$ cat config.mk
export PLATFORM = sky130hd
export DESIGN_NAME = store_buffer
export DESIGN_NICKNAME = d
export VERILOG_FILES = /design/src/rtl/sb_pkg.sv /design/src/rtl/sb_fifo.sv /design/src/rtl/store_buffer.sv
export SDC_FILE = /design/constraint.sdc
export NUM_CORES = 1
export LEC_CHECK = 0
export ABC_AREA = 0
export BUFFER_PORTS_ARGS = -buffer_cell sky130_fd_sc_hd__buf_2
export CORE_MARGIN = 2
export CORE_UTILIZATION = 35
export DETAILED_ROUTE_END_ITERATION = 10
export PLACE_DENSITY = 0.64
export SYNTH_ARGS = -nofsm -noshare
export SYNTH_HDL_FRONTEND = slang
export SYNTH_SLANG_ARGS = --single-unit
$ cat constraint.sdc
create_clock -name clk -period 8.7 [get_ports clk]
set_input_delay 0 -clock clk [delete_from_list [all_inputs] [get_ports clk]]
set_output_delay 0 -clock clk [all_outputs]
set_load 0.01 [all_outputs]
$ cat src/rtl/sb_pkg.sv
// Shared constants and entry layout for the store buffer.
package sb_pkg;

  localparam int unsigned ADDR_W = 32;
  localparam int unsigned DATA_W = 32;
  localparam int unsigned MASK_W = 4;

  localparam logic [1:0] P_IDLE = 2'd0;
  localparam logic [1:0] P_REQ  = 2'd1;
  localparam logic [1:0] P_WAIT = 2'd2;
  localparam logic [1:0] P_DONE = 2'd3;

  localparam logic [31:0] LED_ADDR = 32'h0000_2000;

  typedef struct packed {
    logic [ADDR_W-1:0] addr;
    logic [DATA_W-1:0] data;
    logic [MASK_W-1:0] mask;
  } sb_entry_t;

endpackage

$ cat src/rtl/sb_fifo.sv
// Circular store queue with a parallel word-address match against a query address.
module sb_fifo
  import sb_pkg::*;
#(
  parameter int unsigned DEPTH = 4,
  parameter int unsigned PTR_W = 2
) (
  input  logic                clk,
  input  logic                reset,
  input  logic                push,
  input  sb_entry_t           push_entry,
  input  logic                pop,
  input  logic [ADDR_W-3:0]   query_word,
  output sb_entry_t           head_entry,
  output logic                full,
  output logic                empty,
  output logic                hit
);

  localparam logic [PTR_W-1:0] PtrOne  = 1;
  localparam logic [PTR_W:0]   CntFull = (PTR_W + 1)'(DEPTH);

  sb_entry_t        mem_q [DEPTH];
  logic [DEPTH-1:0] valid_q;
  logic [PTR_W-1:0] head_q, tail_q;
  logic [PTR_W:0]   count_q;

  always_ff @(posedge clk) begin
    if (reset) begin
      valid_q <= '0;
      head_q  <= '0;
      tail_q  <= '0;
      count_q <= '0;
    end else begin
      // When full, push and pop share a slot; the push must win the valid bit.
      if (pop) begin
        valid_q[head_q] <= 1'b0;
        head_q          <= head_q + PtrOne;
      end
      if (push) begin
        valid_q[tail_q] <= 1'b1;
        tail_q          <= tail_q + PtrOne;
      end
      case ({push, pop})
        2'b10:   count_q <= count_q + 1'b1;
        2'b01:   count_q <= count_q - 1'b1;
        default: count_q <= count_q;
      endcase
    end
  end

  always_ff @(posedge clk) begin
    if (push) mem_q[tail_q] <= push_entry;
  end

  assign head_entry = mem_q[head_q];
  assign full       = (count_q == CntFull);
  assign empty      = (count_q == '0);

  always_comb begin
    hit = 1'b0;
    for (int i = 0; i < int'(DEPTH); i++) begin
      if (valid_q[i] && (mem_q[i].addr[ADDR_W-1:2] == query_word)) hit = 1'b1;
    end
  end

endmodule

$ cat src/rtl/store_buffer.sv
// Posted-write buffer in front of data_mem: queues stores, bypasses loads, and
// sequences data_mem's request/wait access so the pipeline only sees a stall.
module store_buffer
  import sb_pkg::*;
#(
  parameter int unsigned DEPTH = 4,
  parameter int unsigned PTR_W = 2
) (
  input  logic        clk,
  input  logic        reset,
  input  logic [31:0] cpu_addr,
  input  logic [31:0] cpu_write_data,
  input  logic        cpu_memwrite,
  input  logic        cpu_memread,
  input  logic [3:0]  cpu_sign_mask,
  output logic [31:0] cpu_read_data,
  output logic        cpu_stall,
  output logic [31:0] mem_addr,
  output logic [31:0] mem_write_data,
  output logic        mem_memwrite,
  output logic        mem_memread,
  output logic [3:0]  mem_sign_mask,
  input  logic [31:0] mem_read_data,
  output logic        sb_empty
);

  logic [1:0] state_q;
  logic       sel_load_q;
  logic       load_req, store_req, push, pop, full, empty, hit;
  sb_entry_t  head_entry, push_entry;

  assign load_req   = cpu_memread;
  assign store_req  = cpu_memwrite & ~cpu_memread;
  assign pop        = (state_q == P_DONE) & ~sel_load_q;
  // A store into a full queue is taken in the same cycle the head retires.
  assign push       = store_req & (~full | pop);
  assign push_entry = {cpu_addr, cpu_write_data, cpu_sign_mask};

  sb_fifo #(
    .DEPTH(DEPTH),
    .PTR_W(PTR_W)
  ) u_fifo (
    .clk       (clk),
    .reset     (reset),
    .push      (push),
    .push_entry(push_entry),
    .pop       (pop),
    .query_word(cpu_addr[31:2]),
    .head_entry(head_entry),
    .full      (full),
    .empty     (empty),
    .hit       (hit)
  );

  always_comb begin
    cpu_stall = 1'b0;
    if (load_req) begin
      cpu_stall = ~((state_q == P_DONE) & sel_load_q);
    end else if (store_req) begin
      cpu_stall = full & ~pop;
    end
  end

  assign sb_empty = empty & (state_q == P_IDLE);

  always_ff @(posedge clk) begin
    if (reset) begin
      state_q        <= P_IDLE;
      sel_load_q     <= 1'b0;
      mem_memread    <= 1'b0;
      mem_memwrite   <= 1'b0;
      mem_addr       <= '0;
      mem_write_data <= '0;
      mem_sign_mask  <= '0;
      cpu_read_data  <= '0;
    end else begin
      case (state_q)
        P_IDLE: begin
          if (load_req && !hit) begin
            state_q        <= P_REQ;
            sel_load_q     <= 1'b1;
            mem_memread    <= 1'b1;
            mem_addr       <= cpu_addr;
            mem_write_data <= cpu_write_data;
            mem_sign_mask  <= cpu_sign_mask;
          end else if (!empty) begin
            state_q        <= P_REQ;
            sel_load_q     <= 1'b0;
            mem_memwrite   <= 1'b1;
            mem_addr       <= head_entry.addr;
            mem_write_data <= head_entry.data;
            mem_sign_mask  <= head_entry.mask;
          end
        end
        P_REQ: begin
          mem_memread  <= 1'b0;
          mem_memwrite <= 1'b0;
          state_q      <= P_WAIT;
        end
        P_WAIT: begin
          // Captured here so the data is on cpu_read_data throughout P_DONE.
          if (sel_load_q) cpu_read_data <= mem_read_data;
          state_q <= P_DONE;
        end
        default: state_q <= P_IDLE;
      endcase
    end
  end

endmodule
==> metrics.md <==
| Metric | Value |
|---|---|
| Via/cell ratio | `5.055` |
| Share of layout cells above drive strength 1 | `0.2644` |
| First-pass GRT wire length | `64910 um` |
| Dpl ws | `4.975 ns` |
| CP endpoint kind | `register` |
| Slew HR | `0.2233` |
| F_max | `275.1 MHz` |
| Hold Path End | `u_fifo.tail_q[0]` |
| Wirelength per Cell | `20.12 um` |
| Die height | `222.9 um` |
| CTS tree | `yes` |
| Min-Delay Path Class | `primary input to register` |
| Mapped cell area | `0.01677 mm2` |
| Initial DRC count | `643` |
| Clock Skew | `0.02765 ns` |
| Worst VDD drop | `0.1245 mV` |
| Pwr dens | `254.8 mW/mm2` |
| Ys flop type | `edfxtp_1` |
| Grt ovf | `0` |
| Ports | `208` |
| Reg2reg start | `state_q[0]` |
| H-Tree Depth | `2` |
| Crit path launch type | `register` |
| Initial core utilization | `0.3528` |
| EDFF count, synth | `272` |
| Total of max-cap violations | `0` |
| Final Hold Vio Count | `0` |
| Post-CTS Setup Bufs | `0` |
| Clk Latency, worst-skew pair | `0.58 ns` |
| Worst r2r path cells | `6` |
| Area growth, synth to finish | `23.24%` |
| Drt pass-1 iters | `5` |
| Syn nets | `1301` |
| Most frequent cells in the layout | `edfxtp_1 (272), buf_2 (206), dfxtp_1 (116)` |
| Post-synthesis register bit count | `390` |
| Initial antenna violation count | `1` |
| Leak Pwr | `6.951 nW` |
| CTS clk-pin slew, worst paths | `0.06 ns` |
| Slew Limit Fails | `0` |
| Row count | `80` |
| Hold Startpoint | `cpu_memread` |
| Async SR Flop Fraction | `0` |
| Core Box Area | `0.04755 mm2` |
| Slew @ Worst Pin | `1.165 ns` |
| Vias | `10590` |
| Vias in the first global route | `10940` |
| TNS Setup | `0 ns` |
| Tot Pwr | `0.005267 W` |
| RSZ-0062 raised after global routing | `false` |
| R2R Setup Slk | `5.07 ns` |
| Die X | `222.9 um` |
| Synth Instances | `1183` |
| Num CTS Buffers | `44` |
| GP Congestion | `0.8213` |
| Fin worst setup slack | `5.065 ns` |
| Clock buffer depth | `3` |
| Synth cell types | `41` |
| Hold path depth | `4` |
| Data required, critical path | `8.88 ns` |
| Final setup viols | `0` |
| Most common cell after layout, fill and taps aside | `edfxtp_1` |
| Minimum clock period | `3.635 ns` |
| Worst reg2reg path endpoint | `u_fifo.mem_q[2][63]` |
| Buffers on Ports | `207` |
| Post-DP HPWL | `25190 um` |
| Die Area | `0.04970 mm2` |
| CTS resizes | `0` |
| Crit-path max FO | `51` |
| Ant diodes | `0` |
| Largest net degree at the start of global routing | `82` |
| # DRC | `0` |
| Status | `finished, final reports clean` |
| Post-synthesis sequential area ratio | `0.6277` |
| Synth warn | `0` |
| CTS root buf | `clkbuf_16` |
| TritonCTS Sinks | `390` |
| Mean Syn Cell Area | `14.18 um2` |
| Cells after DPL | `1912` |
| GRT Util Overall | `0.1696` |
| Antenna viol nets, final | `0` |
| Final period util | `0.4178` |
| Kind of critical path | `register to register` |
| Final #Nets | `1562` |
| Arr. time, crit path | `3.81 ns` |
| Final WL | `42130 um` |
| Fin cells | `2094` |
==> cell type report <==
cell class	count	area, um2
Fill cell	4267	26870
Sequential cell	390	10540
Multi-Input combinational cell	610	5480
Timing Repair Buffer	319	2132
Clock buffer	58	1276
Tap cell	615	769.5
Inverter	79	296.5
Clock inverter	23	181.4
==> repair_timing <==
item                                   CTS  global route
setup endpoints to repair                0             0
hold buffers                           101             0
endpoints found under the hold margin  373             0
==> how the worst max path moves through the flow <==
stage	from	to	cells past startpoint
detailed placement	state_q[1]	u_fifo.mem_q[2][48]	6
global placement	state_q[1]	u_fifo.mem_q[1][55]	6
floorplan	state_q[0]	u_fifo.mem_q[0][0]	6
CTS	state_q[1]	u_fifo.mem_q[2][63]	6
finish	state_q[0]	u_fifo.mem_q[2][63]	6
global route	state_q[1]	u_fifo.mem_q[2][54]	6
==> cell families (layout without fill, tap and decap cells) <==
logic type      count (synthesis)  in the layout  share of synthesized area
compound gates                117            117                    0.06310
xor+xnor                      124            124                    0.06474
fa+ha+maj                      14             14                    0.01089
buf+inv                       183            479                    0.04677
flops                         390            390                     0.6277
mux                            70             70                    0.09249
simple gates                  285            285                    0.09428
==> per-layer routing <==
layer  part of all wire  routed length (um)  track usage  vias to the layer above
li1                   -                   -            -                     4937
met1               0.44               18660       0.2211                     5305
met2               0.48               20320       0.2865                      276
met3              0.049                2060      0.03108                       66
met4              0.026                1076      0.05521                        2
met5            0.00026                  11            0                        -
==> stage by stage <==
stage	util	hold WS, ns	cell area (um2)
global route	0.4348	0.07740	20670
global placement	0.3829	0.2323	18210
detailed placement	0.3829	0.2380	18210
CTS	0.4348	0.05167	20670
floorplan	-	0.09887	16770
finish	0.4348	0.07176	20670
==> state kept, by name, summed over array words and instances, names as in the netlist, named ones only <==
signal          count
mem_memread         1
u_fifo.count_q      3
sel_load_q          1
mem_write_data     32
mem_memwrite        1
state_q             2
cpu_read_data      32
u_fifo.head_q       2
u_fifo.valid_q      4
u_fifo.tail_q       2
mem_addr           32
mem_sign_mask       4
u_fifo.mem_q      272
==> synth_stat cells, drive strengths merged (3+ instances only) <==
cell,instances,share of area
nor2,17,0.0038
nand4,27,0.011
inv,79,0.018
or3,3,0.0011
nor4,12,0.0045
ha,13,0.0097
mux4,68,0.091
nor3b,69,0.031
nand3,3,0.00089
clkbuf,55,0.012
nand2b,4,0.0015
a2111oi,68,0.047
buf,49,0.017
xnor2,100,0.052
edfxtp,272,0.49
and2,6,0.0022
dfxtp,118,0.14
nor3,69,0.021
a21oi,40,0.012
nand2,71,0.016
xor2,24,0.013
==> power breakdown <==
group | internal [W] | leakage [nW] | switching [W]
logic | 0.000444 | 2.79 | 0.000696
registers | 0.00217 | 3.44 | 0.000107
clock network | 0.00109 | 0.720 | 0.000754
total | 0.00371 | 6.95 | 0.00156
==> critical path: stages, from the launching register on <==
cell and delay (ns):
dfxtp_1 0.38, ha_1 0.20, nor2b_1 0.53, nor4b_1 0.14
nor3b_1 0.76, and2_4 0.47, buf_4 0.75
Power figures use the tool's default switching activity.
